### config.mk
export PLATFORM = sky130hd
export DESIGN_NAME = pix_pack_240
export DESIGN_NICKNAME = d
export VERILOG_FILES = /design/src/rtl/pix_pack_240.sv
export SDC_FILE = /design/constraint.sdc
export NUM_CORES = 1
export LEC_CHECK = 0
export CORE_ASPECT_RATIO = 0.8
export CORE_UTILIZATION = 49
export CTS_CLUSTER_SIZE = 40
export DETAILED_ROUTE_END_ITERATION = 7
export PLACE_DENSITY_LB_ADDON = 0.08
export REMOVE_ABC_BUFFERS = 1
export SLEW_MARGIN = 20
export SYNTH_ARGS = -nofsm -noshare
export SYNTH_HDL_FRONTEND = slang
export SYNTH_SLANG_ARGS = --single-unit
### constraint.sdc
create_clock -name wr_clk -period 2.3 [get_ports wr_clk]
set_clock_uncertainty 0.15 [all_clocks]
set_input_delay 0.69 -clock wr_clk [delete_from_list [all_inputs] [get_ports wr_clk]]
set_output_delay 0.69 -clock wr_clk [all_outputs]
set_load 0.05 [all_outputs]
### src/rtl/pix_pack_240.sv
// pix_pack_240: write-side pixel packer for the 240-bit x 32-deep pixel buffer FIFO.
//
// Packs PIX_PER_WORD consecutive PIX_W-bit pixels into one FIFO word, first pixel in the
// least significant slot. A word is emitted when it fills up or when the line ends
// (pix_eol), in which case the unfilled slots are zero. Each emitted word produces a
// single-cycle fifo_wr_en pulse, one cycle after the completing accept.
//
// Ports:
//   wr_clk            write-domain clock (only clock)
//   wr_rst            synchronous, active-high reset
//   pix_valid/ready   pixel handshake; ready drops on FIFO almost-full, full or reset
//   pix_data          pixel value
//   pix_eol           last pixel of the line (qualified by the accept)
//   fifo_wr_en        FIFO write strobe, one cycle per word
//   fifo_wr_data      last completed word (held between writes)
//   fifo_almost_full  FIFO almost-full flag (backpressure)
//   fifo_full         FIFO full flag
//   word_cnt          words written since reset, wraps
//   ovf_err           sticky: a write was issued while fifo_full was high
module pix_pack_240 #(
    parameter int unsigned PIX_W        = 24,
    parameter int unsigned PIX_PER_WORD = 10,
    parameter int unsigned CNT_W        = 16
) (
    input  logic                          wr_clk,
    input  logic                          wr_rst,
    input  logic                          pix_valid,
    output logic                          pix_ready,
    input  logic [PIX_W-1:0]              pix_data,
    input  logic                          pix_eol,
    output logic                          fifo_wr_en,
    output logic [PIX_W*PIX_PER_WORD-1:0] fifo_wr_data,
    input  logic                          fifo_almost_full,
    input  logic                          fifo_full,
    output logic [CNT_W-1:0]              word_cnt,
    output logic                          ovf_err
);

    localparam int unsigned    WORD_W = PIX_W * PIX_PER_WORD;
    localparam int unsigned    K_W    = (PIX_PER_WORD > 1) ? $clog2(PIX_PER_WORD) : 1;
    localparam logic [K_W-1:0] K_LAST = K_W'(PIX_PER_WORD - 1);

    if (WORD_W != 240) begin : g_width_check
        $error("pix_pack_240: PIX_W*PIX_PER_WORD must equal 240");
    end

    typedef enum logic [0:0] {
        StEmpty,
        StFill
    } state_t;

    state_t             r_state;
    logic [WORD_W-1:0]  r_acc;
    logic [K_W-1:0]     r_k;
    logic               r_wr_en;
    logic [WORD_W-1:0]  r_wr_data;
    logic [CNT_W-1:0]   r_word_cnt;
    logic               r_ovf;

    logic               w_acc;
    logic               w_last;
    logic               w_done;
    logic [WORD_W-1:0]  w_word;

    assign pix_ready = ~fifo_almost_full & ~fifo_full & ~wr_rst;

    always_comb begin
        w_acc  = pix_valid & pix_ready;
        // Last slot can only be reached from the FILL state (unless a word is one pixel).
        w_last = (PIX_PER_WORD == 1) ? 1'b1 : ((r_state == StFill) && (r_k == K_LAST));
        w_done = w_acc & (pix_eol | w_last);
        // Current accumulator with the incoming pixel merged into slot k.
        w_word = r_acc;
        for (int unsigned s = 0; s < PIX_PER_WORD; s++) begin
            if (r_k == K_W'(s)) begin
                w_word[s*PIX_W +: PIX_W] = pix_data;
            end
        end
    end

    always_ff @(posedge wr_clk) begin
        if (wr_rst) begin
            r_state    <= StEmpty;
            r_acc      <= '0;
            r_k        <= '0;
            r_wr_en    <= 1'b0;
            r_wr_data  <= '0;
            r_word_cnt <= '0;
            r_ovf      <= 1'b0;
        end else begin
            r_wr_en <= 1'b0;

            if (r_wr_en) begin
                r_word_cnt <= r_word_cnt + 1'b1;
                // The write still goes out; the FIFO drops it.
                if (fifo_full) begin
                    r_ovf <= 1'b1;
                end
            end

            if (w_acc) begin
                if (w_done) begin
                    r_wr_data <= w_word;
                    r_wr_en   <= 1'b1;
                    r_acc     <= '0;
                    r_k       <= '0;
                    r_state   <= StEmpty;
                end else begin
                    r_acc     <= w_word;
                    r_k       <= r_k + 1'b1;
                    r_state   <= StFill;
                end
            end
        end
    end

    // A word pending in the output register at a reset cycle is never written.
    assign fifo_wr_en   = r_wr_en & ~wr_rst;
    assign fifo_wr_data = r_wr_data;
    assign word_cnt     = r_word_cnt;
    assign ovf_err      = r_ovf;

endmodule

==> impl_metrics.ini, run 1 <==
[status]
status = finished clean

[grt]
grt_pass1_wl_um = 91700
grtUsageMet3_pct = 5.46
antenna_found_initial = 0
grt.overflow.total = 0
grt-busiest-layer = met2
use_met1_pct = 42.3
grt_max_degree = 85
grt_pass1_vias = 14700
met2_usage_pct = 47.4
grtUsageTotal_pct = 30.2

[synthesis]
synth_top_area_share_pct = 52.5
async_reset_ff_share_pct = 0
yosysUniqueCellTypes = 41
synth_top_cell_by_area = dfxtp_1
netlist_area_um2 = 19200
yosys_most_used_dff = dfxtp_1
syn_inst = 1825
synthTopCellsByArea = dfxtp_1, mux2i_1, a22o_1, a211oi_1, nor2_1
synth_warnings = 0
avgSynthCellArea_um2 = 10.5
ys_seq_elements = 503
synth_edf_count = 0
seq_area_frac_synth_pct = 52.5

[final_layout]
final_cell_mix = dfxtp_1, buf_4, nor2_1, mux2i_1, a22o_1
final_cell_area_um2 = 25200
multi_input_area_um2 = 8370
register_area_um2 = 10100
n_fill_cell = 3023
area_delta_synth_final_pct = 31.7
mostFrequentLayoutCell = dfxtp_1
final_core_util_pct = 65.8
insertedDiodeCount = 0
nNetsFinal = 2178
drive_gt1_share_pct = 25.9

[route]
wirelength_um = 62500
firstDrtPassIters = 5
num_vias = 15700
wl_per_cell_um = 23.4
route.detailed.drc = 0
via_per_inst = 5.87
drt_iter0_markers = 1224
ant_nets = 0

[hold_path]
hold_depth = 2
hp-class = register to register
holdPathEnd = ovf_err
hold_path_startpoint = ovf_err

[floorplanning]
core_um2 = 38400
die_w_um = 223
dieHeight_um = 179
start_util_pct = 50.0
rows = 64
die_area_um2 = 39900
num_io_pins = 289

[cts]
cts.sinks = 503
clkLatencyLatePin_ps = 570
clockBufferDepth = 3
cts_tree = yes
cts-hold-fix-buffers = 0
clk_transition_reported_paths_ps = 60
cts_inserted_buffers = 49
cts_root_buffer = clkbuf_16
htree_levels = 2

[sta]
rsz0062_at_grt = yes
max_freq_mhz = 439
worstMarginPinSlew_ps = 703
post-route-min-period_ps = 2280
finalHoldViolCount = 0
fin_crit_sh_pct = 99.0
maxSlewHeadroom_pct = 53.0
setup_viol = 0
final_max_slew_viol_count = 0
setup_ws_ps = 22.1

[critical_path]
criticalPathCategory = input port to output port
cp-start-kind = input port
cp-end-kind = output port
r2r_start = r_k[0]
crit_required_ps = 1460
r2r_end = fifo_wr_data[14]
reg2regPathDepth = 7
critPathArrivalTime_ps = 1440
cp_max_fo = 3
r2r_setup_slack_ps = 40

[power]
seq_power_share_pct = 47.3
pwr-share-comb_pct = 8.2
peakVddDrop_uv = 628
power_switching_share_pct = 23.8
leakage_uw = 0.00961
p_clk_share_pct = 44.5
p_int_uw = 14300
power_switching_uw = 4470
powerDensity_nw_per_um2 = 743

[placed_design]
detailedPlacementHpwl_um = 41500
pre_cts_ws_ps = -626
gp_congestion = 0.863
io_buffer_count = 288
postPlaceCellArea_um2 = 23400

[run]
drv_cap = 0
## synth_stat cells, types with 5 or more instances
library cell and count:
a211oi_1 240, a21oi_1 7, a22o_1 239, and2_1 8, buf_1 23, buf_2 107
clkbuf_1 75, dfxtp_1 503, ha_1 5, inv_1 7, mux2i_1 241, nand2_1 11
nand3_1 7, nor2_1 260, nor2b_1 27, o21ai_1 9, xnor2_1 8
## sequential cells by signal, summed over array words and instances, names as in the netlist
register	count
r_state	1
word_cnt	16
fifo_wr_data	240
r_wr_en	1
ovf_err	1
r_k	4
r_acc	240
## cell families after synthesis
group | after synthesis | share of synthesized area [%]
muxes | 243 | 12.7
AOI/OAI and AO/OA | 505 | 21.1
and+or+nand+nor | 344 | 7.89
DFF | 503 | 52.5
adders and majority gates | 5 | 0.326
buffers and inverters | 214 | 4.93
xor gates and xnor gates | 11 | 0.503
## power groups by stage
stage                     combinational (uW)  sequential, uW  clock (uW)
after global routing                    1600            8880        8800
after global placement                  1490            9070           0
after CTS                               1520            8870        8430
after detailed placement                1500            9070           0
final                                   1530            8870        8350
after floorplan                          385            9370           0
## per-layer routing
layer | wire, um | part of all wire (%)
met3 | 4350 | 7.0
met1 | 28700 | 46
met4 | 1720 | 2.8
met5 | 0 | 0
met2 | 27700 | 44
## through the flow
step                      hold WS [ps]  power, uW  TNS [ps]  cells
after floorplan                    280       9750  -2328170   1618
after global placement             298      10600   -208220   2583
after detailed placement           309      10600   -217520   2583
after CTS                          300      18800         0   2673
after global routing               325      19300      -594   2675
final                              317      18800         0   2675
## how the worst max path moves through the flow
stage	cells past startpoint	start	end
2_1_floorplan	2	pix_eol	r_wr_en
3_3_place_gp	7	fifo_almost_full	fifo_wr_data[234]
3_5_place_dp	7	fifo_almost_full	fifo_wr_data[118]
4_1_cts	5	fifo_full	pix_ready
5_1_grt	8	r_k[1]	fifo_wr_data[161]
6_report	5	fifo_full	pix_ready
## cell type report
cell class | instances | area share, %
clock buffers | 74 | 5.95
clock inverters | 14 | 0.689
inverters | 7 | 0.104
multi-input cells | 1108 | 33.1
flip-flops and latches | 503 | 39.9
well taps | 495 | 2.45
repair buffers | 474 | 17.7
## timing repair
action | 4_1_cts | 5_1_grt
buffers inserted | 0 | 1
gates cloned | 2 | 1
gates resized for setup | 14 | 15
pin swaps | 0 | 3
endpoints found under the setup margin | 12 | 154
## critical path: stages
cell and delay (ps):
clkdlybuf4s15_1 210, buf_4 160, nor3_2 110, buf_4 140
buf_12 120
No activity file was read; power rests on OpenSTA's default activity.
==> run 2, diff against run 1 <==
CAP_MARGIN = 20   (was unset)
==> results of run 2 <==
Same layout as run 1: the final DEF is identical, and so are final timing and power.
